===== src/rtl/dsm_dac_v2.sv =====
// Single-bit delta-sigma DAC modulator, runtime 1st/2nd order, saturating integrators,
// optional LFSR dither, 1-deep valid/ready sample buffer and runtime oversampling ratio.
module dsm_dac_v2 #(
    parameter int unsigned DATA_WIDTH = 16,
    parameter int unsigned ACC_WIDTH  = DATA_WIDTH + 4,
    parameter int unsigned OSR_WIDTH  = 8,
    parameter bit          DITHER_EN  = 1'b0
) (
    input  logic                         i_clk,
    input  logic                         i_rst_n,
    input  logic                         i_en,
    input  logic                         i_order,
    input  logic [OSR_WIDTH-1:0]         i_osr,
    input  logic signed [DATA_WIDTH-1:0] i_data,
    input  logic                         i_valid,
    output logic                         o_ready,
    output logic                         o_dac_bitstream,
    output logic                         o_overflow,
    output logic                         o_underrun,
    input  logic                         i_clr_status
);

    localparam int unsigned EXT_WIDTH = ACC_WIDTH + 2;
    typedef logic signed [EXT_WIDTH-1:0] ext_t;
    typedef logic signed [ACC_WIDTH-1:0] acc_t;

    localparam ext_t FB      = ext_t'(longint'(1) << (DATA_WIDTH - 1));
    localparam ext_t ACC_MAX = ext_t'((longint'(1) << (ACC_WIDTH - 1)) - 1);
    localparam ext_t ACC_MIN = ext_t'(-(longint'(1) << (ACC_WIDTH - 1)));
    localparam logic [15:0] LFSR_SEED = 16'hACE1;

    acc_t                         int1_q, int1_d;
    acc_t                         int2_q, int2_d;
    logic signed [DATA_WIDTH-1:0] active_q, active_d;
    logic signed [DATA_WIDTH-1:0] buf_q, buf_d;
    logic                         buf_vld_q, buf_vld_d;
    logic [OSR_WIDTH-1:0]         osr_cnt_q, osr_cnt_d;
    logic [15:0]                  lfsr_q, lfsr_d;
    logic                         order_q;
    logic                         overflow_q, overflow_d;
    logic                         underrun_q, underrun_d;

    logic                 q;
    logic [OSR_WIDTH-1:0] osr_max;
    logic                 boundary;
    logic                 accept;
    logic                 order_chg;
    ext_t                 fb;
    ext_t                 dither;
    ext_t                 sum1, sum2;
    logic                 clip1, clip2;
    logic                 ovf_set, unr_set;

    function automatic acc_t clamp(ext_t v);
        if (v > ACC_MAX) begin
            return ACC_MAX[ACC_WIDTH-1:0];
        end else if (v < ACC_MIN) begin
            return ACC_MIN[ACC_WIDTH-1:0];
        end
        return v[ACC_WIDTH-1:0];
    endfunction

    // An integrator value of zero counts as non-negative, so reset drives a 1.
    assign q         = order_q ? !int2_q[ACC_WIDTH-1] : !int1_q[ACC_WIDTH-1];
    assign osr_max   = (i_osr == '0) ? OSR_WIDTH'(1) : i_osr;
    assign boundary  = i_en && (osr_cnt_q == osr_max - OSR_WIDTH'(1));
    assign accept    = i_valid && !buf_vld_q;
    assign order_chg = (i_order != order_q);
    assign fb        = q ? FB : -FB;
    assign dither    = DITHER_EN ? (ext_t'(lfsr_q[2:0]) - ext_t'(4)) : '0;
    assign sum1      = ext_t'(int1_q) + ext_t'(active_q) - fb + dither;
    assign sum2      = ext_t'(int2_q) + ext_t'(int1_q) - fb;
    assign clip1     = (sum1 > ACC_MAX) || (sum1 < ACC_MIN);
    assign clip2     = (sum2 > ACC_MAX) || (sum2 < ACC_MIN);

    always_comb begin
        int1_d  = int1_q;
        int2_d  = int2_q;
        ovf_set = 1'b0;
        // An order switch restarts the loop from zero regardless of the tick.
        if (order_chg) begin
            int1_d = '0;
            int2_d = '0;
        end else if (i_en) begin
            int1_d  = clamp(sum1);
            int2_d  = order_q ? clamp(sum2) : '0;
            ovf_set = clip1 || (order_q && clip2);
        end
    end

    always_comb begin
        osr_cnt_d = osr_cnt_q;
        lfsr_d    = lfsr_q;
        if (i_en) begin
            osr_cnt_d = boundary ? '0 : osr_cnt_q + OSR_WIDTH'(1);
            lfsr_d    = {lfsr_q[14:0], lfsr_q[15] ^ lfsr_q[13] ^ lfsr_q[12] ^ lfsr_q[10]};
        end
    end

    always_comb begin
        active_d  = active_q;
        buf_d     = buf_q;
        buf_vld_d = buf_vld_q;
        unr_set   = 1'b0;
        if (boundary) begin
            if (buf_vld_q) begin
                active_d  = buf_q;
                buf_vld_d = 1'b0;
            end else begin
                unr_set = 1'b1;
            end
        end
        // Accept needs an empty buffer, unload needs a full one: never both.
        if (accept) begin
            buf_d     = i_data;
            buf_vld_d = 1'b1;
        end
    end

    always_comb begin
        overflow_d = ovf_set || (overflow_q && !i_clr_status);
        underrun_d = unr_set || (underrun_q && !i_clr_status);
    end

    always_ff @(posedge i_clk or negedge i_rst_n) begin
        if (!i_rst_n) begin
            int1_q     <= '0;
            int2_q     <= '0;
            active_q   <= '0;
            buf_q      <= '0;
            buf_vld_q  <= 1'b0;
            osr_cnt_q  <= '0;
            lfsr_q     <= LFSR_SEED;
            order_q    <= 1'b0;
            overflow_q <= 1'b0;
            underrun_q <= 1'b0;
        end else begin
            int1_q     <= int1_d;
            int2_q     <= int2_d;
            active_q   <= active_d;
            buf_q      <= buf_d;
            buf_vld_q  <= buf_vld_d;
            osr_cnt_q  <= osr_cnt_d;
            lfsr_q     <= lfsr_d;
            order_q    <= i_order;
            overflow_q <= overflow_d;
            underrun_q <= underrun_d;
        end
    end

    assign o_ready         = !buf_vld_q;
    assign o_dac_bitstream = q;
    assign o_overflow      = overflow_q;
    assign o_underrun      = underrun_q;

endmodule

===== config.mk =====
export PLATFORM = sky130hd
export DESIGN_NAME = dsm_dac_v2
export DESIGN_NICKNAME = d
export VERILOG_FILES = /design/src/rtl/dsm_dac_v2.sv
export SDC_FILE = /design/constraint.sdc
export NUM_CORES = 1
export LEC_CHECK = 0
export BUFFER_PORTS_ARGS = -buffer_cell sky130_fd_sc_hd__buf_4
export CAP_MARGIN = 40
export CORE_ASPECT_RATIO = 0.7
export CORE_UTILIZATION = 38
export DETAILED_ROUTE_END_ITERATION = 7
export GPL_ROUTABILITY_DRIVEN = 0
export SYNTH_ARGS = -nofsm -noshare
export SYNTH_HDL_FRONTEND = slang
export SYNTH_SLANG_ARGS = --single-unit

===== constraint.sdc =====
create_clock -name i_clk -period 8.5 [get_ports i_clk]
set_input_delay 1.275 -clock i_clk [delete_from_list [all_inputs] [get_ports i_clk]]
set_output_delay 1.275 -clock i_clk [all_outputs]
set_load 0.05 [all_outputs]

==> results.py, run 1 <==
metrics = {
    "yosys": {
        "synth_edf_count": 0,
        "synth_adder_area_share_pct": 15.7,
        "synthMuxAreaShare_pct": 5.91,
        "yosys.area.top_type_share_pct": 31.3,
        "synth_top_family_by_area": "compound AO/OA/AOI/OAI gates",
        "synthSimpleGateAreaFrac_pct": 12.3,
        "yosys_most_used_dff": "dfrtp_1",
        "yosysWarnings": 0,
        "yosysTopAreaCell": "dfrtp_1",
        "syn_nets": 880,
        "synthTopCellsByCount": "inv_1 (135), dfrtp_1 (84), ha_1 (73)",
        "synth_xor_area_share_pct": 6.12,
        "seq_area_frac_synth_pct": 31.3,
        "synthMostInstantiatedCell": "inv_1",
        "syn-cell-area_um2": 6710,
        "synth.area.top_cells": "dfrtp_1 (31%), ha_1 (14%), inv_1 (7.6%)",
        "async_reset_ff_share_pct": 100,
        "yosysUniqueCellTypes": 71,
        "synth_compound_area_share_pct": 19.0,
        "syn_inst": 770,
        "ys_seq_elements": 84,
        "avgSynthCellArea_um2": 8.71,
    },
    "detailed_routing": {
        "wl_um": 14500,
        "drc_errors": 0,
        "vias_per_cell": 5.06,
        "vias": 5212,
        "dr.first_iter.drc_count": 376,
        "ant_nets": 0,
        "drtPass1Iterations": 5,
        "wl_per_cell_um": 14.1,
    },
    "sta": {
        "min_period_ps": 4010,
        "skew_ps": 10.8,
        "setup_slack_ps": 4490,
        "period_share_pct": 47.2,
        "max_slew.worst_pin.slew_ps": 929,
        "setup_tns_ps": 0,
        "setup_viol": 0,
        "fmax_mhz": 249,
        "grt_setup_unrepaired": "no",
        "hold_viol": 0,
        "max_slew_margin_pct": 37.9,
        "slew_viol_final": 0,
    },
    "hold_path": {
        "whs_path_depth": 2,
        "hold_path.class": "reg2reg",
        "hold_end": "int1_q[6]",
        "min_from": "int1_q[6]",
    },
    "clock_network": {
        "cts_resized": 0,
        "clock_sinks": 84,
        "numCtsBuffers": 9,
        "cts_tree": "yes",
        "htree_levels": 3,
        "post_cts_buffers": 0,
        "clkLatencyLatePin_ps": 350,
        "cts_root_buffer": "clkbuf_16",
        "clk_path_buf_depth": 2,
        "hold_buffers": 0,
        "cts.clk_slew.worst_paths_ps": 60,
    },
    "floorplanning": {
        "die_width_um": 161,
        "dieArea_um2": 18200,
        "coreArea_um2": 17200,
        "fp.dieH_um": 113,
        "io_pins": 34,
        "start_util_pct": 39.0,
        "rows": 40,
    },
    "worst_setup_path": {
        "cp-end-kind": "flop",
        "cp.required_ps": 8710,
        "max_stage_delay_ps": 720,
        "r2r_start": "order_q",
        "r2r_slack_ps": 4490,
        "crit_chain": "nand2_1, o21a_1, inv_1, fa_1, inv_1, ha_1, nand2_1, o2bb2a_1, o311ai_1, xor2_1, or3_1, a2111oi_4, o21ai_2",
        "cp_data_arrival_time_ps": 4220,
        "ff2ff_path_depth": 13,
        "startpoint_type": "flop",
        "crit_fanout": 19,
        "slowest_stage": "or3_1",
        "path_class": "reg2reg",
        "crit-reg2reg-capture": "int1_q[18]",
    },
    "finish": {
        "diodes": 0,
        "post-route-util_pct": 43.2,
        "fillerInstances": 1747,
        "areaGrowthSynthToFinish_pct": 10.8,
        "layout-drive-gt1-share_pct": 13.8,
        "ff_latch_area_um2": 2100,
        "nets": 905,
        "multi_input_area_um2": 3970,
    },
    "job": {
        "max-cap-violations": 0,
    },
    "placement": {
        "hpwl_um": 11200,
        "dpl_worst_slack_ps": 4240,
        "portBuffers": 33,
    },
    "global_routing": {
        "antenna_found_initial": 0,
        "grt_pass1_wl_um": 24900,
        "grt_usage_pct": 17.1,
        "grt_max_degree": 53,
        "globalRouteOverflowTotal": 0,
        "grt_pass1_vias": 4918,
    },
    "status": {
        "status": "finished clean",
    },
}
-- sequential cells by signal (all words and copies together) (netlist names) --
| register | cells |
|---|---|
| buf_vld_q | 1 |
| osr_cnt_q | 8 |
| active_q | 16 |
| o_overflow | 1 |
| order_q | 1 |
| int1_q | 20 |
| buf_q | 16 |
| int2_q | 20 |
| o_underrun | 1 |
-- cells by family after synthesis --
kind of cell | after synthesis
AND/OR/NAND/NOR | 175
flip-flops | 84
XOR/XNOR | 46
buffers and inverters | 157
multiplexers | 35
adder cells (fa/ha/maj) | 80
AO/OA/AOI/OAI | 193
-- worst max-delay path, delay by kind of cell, from the launching register on --
family	cells	cell delay [ps]
compound gates	5	1140
simple gates	3	940
fa+ha+maj	2	920
flops	1	460
buf+inv	2	230
xor+xnor	1	180
-- stage by stage --
stage	instance area, um2	hold slack, ps	instances
4_1_cts	7430	486	1031
6_report	7430	483	1031
2_1_floorplan	6710	450	770
3_3_place_gp	7130	464	1015
3_5_place_dp	7130	471	1015
5_1_grt	7430	497	1031
-- placed cells by master (no fill, tap or decap), types with 9 or more instances in the layout --
cell type / instances
mux2_2: 31
nor2_1: 33
nand3_1: 17
a21oi_1: 60
inv_1: 135
xnor2_1: 32
buf_4: 36
o21ai_0: 35
xor2_1: 13
o21ai_1: 25
dfrtp_1: 84
nand2_1: 72
ha_1: 73
clkbuf_16: 9
-- cell type report --
type	instances	area share, %
multi-input cells	529	53.4
well taps	231	3.89
inverters	135	6.82
clock inverters	6	0.926
repair buffers	36	3.64
clock buffers	10	3.08
flip-flops and latches	84	28.3
-- layer usage --
layer  part of all wire [%]  track usage [%]  up-vias
li1                       -                -     2664
met1                     58             27.7     2455
met2                     38             22.8       84
met3                    3.6             3.04        9
met4                   0.95             3.40        0
met5                      0                0        -
-- worst max-delay path by stage --
stage / from / endpoint / slack [ps]
after floorplan: order_q / int1_q[18] / 4610
after global placement: i_osr[3] / active_q[9] / 4300
after detailed placement: i_osr[3] / active_q[9] / 4240
after CTS: order_q / int1_q[18] / 4520
after global routing: order_q / o_overflow / 4220
final: order_q / int1_q[18] / 4490
Power of run 1 is left out: the tool's default activity adds up to more than one toggle a clock period on the data nets, which glitch-free logic cannot reach.
==> inputs of run 2 (changes only) <==
==> constraint.sdc (replaced) <==
create_clock -name i_clk -period 4.1 [get_ports i_clk]
set_input_delay 0.615 -clock i_clk [delete_from_list [all_inputs] [get_ports i_clk]]
set_output_delay 0.615 -clock i_clk [all_outputs]
set_load 0.05 [all_outputs]
==> run 2 against run 1 <==
Against the previous run: critical path depth rose by 1; wire length barely moved; utilization rose by 0.21 points; setup slack got worse by 4200 ps.
==> results.py, run 2 (synthesis results as in run 1) <==
metrics = {
    "sta": {
        "setup_viol": 0,
        "hold_viol": 0,
        "grt_setup_unrepaired": "no",
        "skew_ps": 9.22,
        "min_period_ps": 3760,
        "period_share_pct": 91.8,
        "fmax_mhz": 266,
        "slew_viol_final": 0,
        "max_slew.worst_pin.slew_ps": 773,
        "max_slew_margin_pct": 47.8,
        "setup_tns_ps": 0,
        "setup_slack_ps": 336,
    },
    "floorplanning": {
        "coreArea_um2": 17200,
        "io_pins": 34,
        "rows": 40,
        "dieArea_um2": 18200,
        "fp.dieH_um": 113,
        "start_util_pct": 39.0,
        "die_width_um": 161,
    },
    "worst_setup_path": {
        "startpoint_type": "flop",
        "cp-end-kind": "flop",
        "path_class": "reg2reg",
        "cp_data_arrival_time_ps": 3980,
        "crit_start": "order_q",
        "r2r_start": "order_q",
        "cp.required_ps": 4310,
        "crit-reg2reg-capture": "int1_q[10]",
        "ff2ff_path_depth": 14,
        "crit_fanout": 16,
        "r2r_slack_ps": 340,
    },
    "global_routing": {
        "grt_max_degree": 34,
        "grt_pass1_wl_um": 24600,
        "grt_usage_pct": 16.9,
        "grt_pass1_vias": 4767,
        "antenna_found_initial": 0,
        "globalRouteOverflowTotal": 0,
    },
    "clock_network": {
        "clock_sinks": 84,
        "cts_root_buffer": "clkbuf_16",
        "cts_resized": 0,
        "hold_buffers": 0,
        "clkLatencyLatePin_ps": 340,
        "cts.clk_slew.worst_paths_ps": 70,
        "cts_tree": "yes",
        "clk_path_buf_depth": 2,
        "numCtsBuffers": 9,
        "htree_levels": 3,
        "post_cts_buffers": 0,
    },
    "finish": {
        "areaGrowthSynthToFinish_pct": 11.3,
        "nets": 912,
        "fin_area_um2": 7470,
        "layout-drive-gt1-share_pct": 14.5,
        "post-route-util_pct": 43.4,
        "diodes": 0,
        "mostFrequentLayoutCells": "inv_1 (135), dfrtp_1 (84), ha_1 (73)",
        "final_common_cell": "inv_1",
        "top_regs": "int1_q (20), int2_q (20)",
    },
    "detailed_routing": {
        "drc_errors": 0,
        "dr.first_iter.drc_count": 337,
        "vias_per_cell": 4.96,
        "ant_nets": 0,
        "drtPass1Iterations": 8,
        "wl_um": 14500,
        "wl_per_cell_um": 14.0,
        "vias": 5144,
    },
    "hold_path": {
        "hold_path.class": "in2async",
    },
    "placement": {
        "place_area_um2": 7200,
        "hpwl_um": 11400,
        "portBuffers": 33,
        "dpl_worst_slack_ps": 350,
    },
    "status": {
        "status": "finished clean",
    },
    "job": {
        "max-cap-violations": 0,
    },
}
-- run 2: worst max path at each step --
stage / endpoint / slack, ps / depth (start not counted)
after CTS: int1_q[10] / 330 / 14
after global routing: int1_q[15] / 5 / 14
after detailed placement: int1_q[6] / 350 / 13
after global placement: int1_q[15] / 470 / 14
after floorplan: int1_q[18] / 210 / 15
final: int1_q[10] / 340 / 14
-- run 2: critical path, stage by stage (launching register included) --
cell	delay, ps
dfrtp_1	450
nand2_1	110
o21a_1	220
inv_1	170
fa_1	520
inv_1	40
ha_1	390
nand2_1	120
o2bb2a_1	310
o311ai_1	110
xor2_1	180
or3_1	510
buf_4	250
a22oi_1	180
o21ai_1	80
-- run 2: cell type report --
type / instances / area, um2
clock buffers: 10 / 229
flip-flops and latches: 84 / 2100
inverters: 135 / 507
clock inverters: 5 / 38.8
well taps: 231 / 289
multi-input cells: 529 / 3970
repair buffers: 43 / 335
fillers: 1753 / 9750
-- run 2: per-stage QoR --
step	cells	hold WS, ps
2_1_floorplan	770	319
3_3_place_gp	1021	461
3_5_place_dp	1022	470
4_1_cts	1037	229
5_1_grt	1037	249
6_report	1037	213
-- run 2: metal layers --
metal,global-route usage (%),part of all wire (%),up-vias
li1,-,-,2681
met1,27.8,59,2378
met2,22.2,38,77
met3,3.15,2.8,8
met4,2.96,0.51,0
met5,0,0,-
Power of run 2 is left out for the same reason.
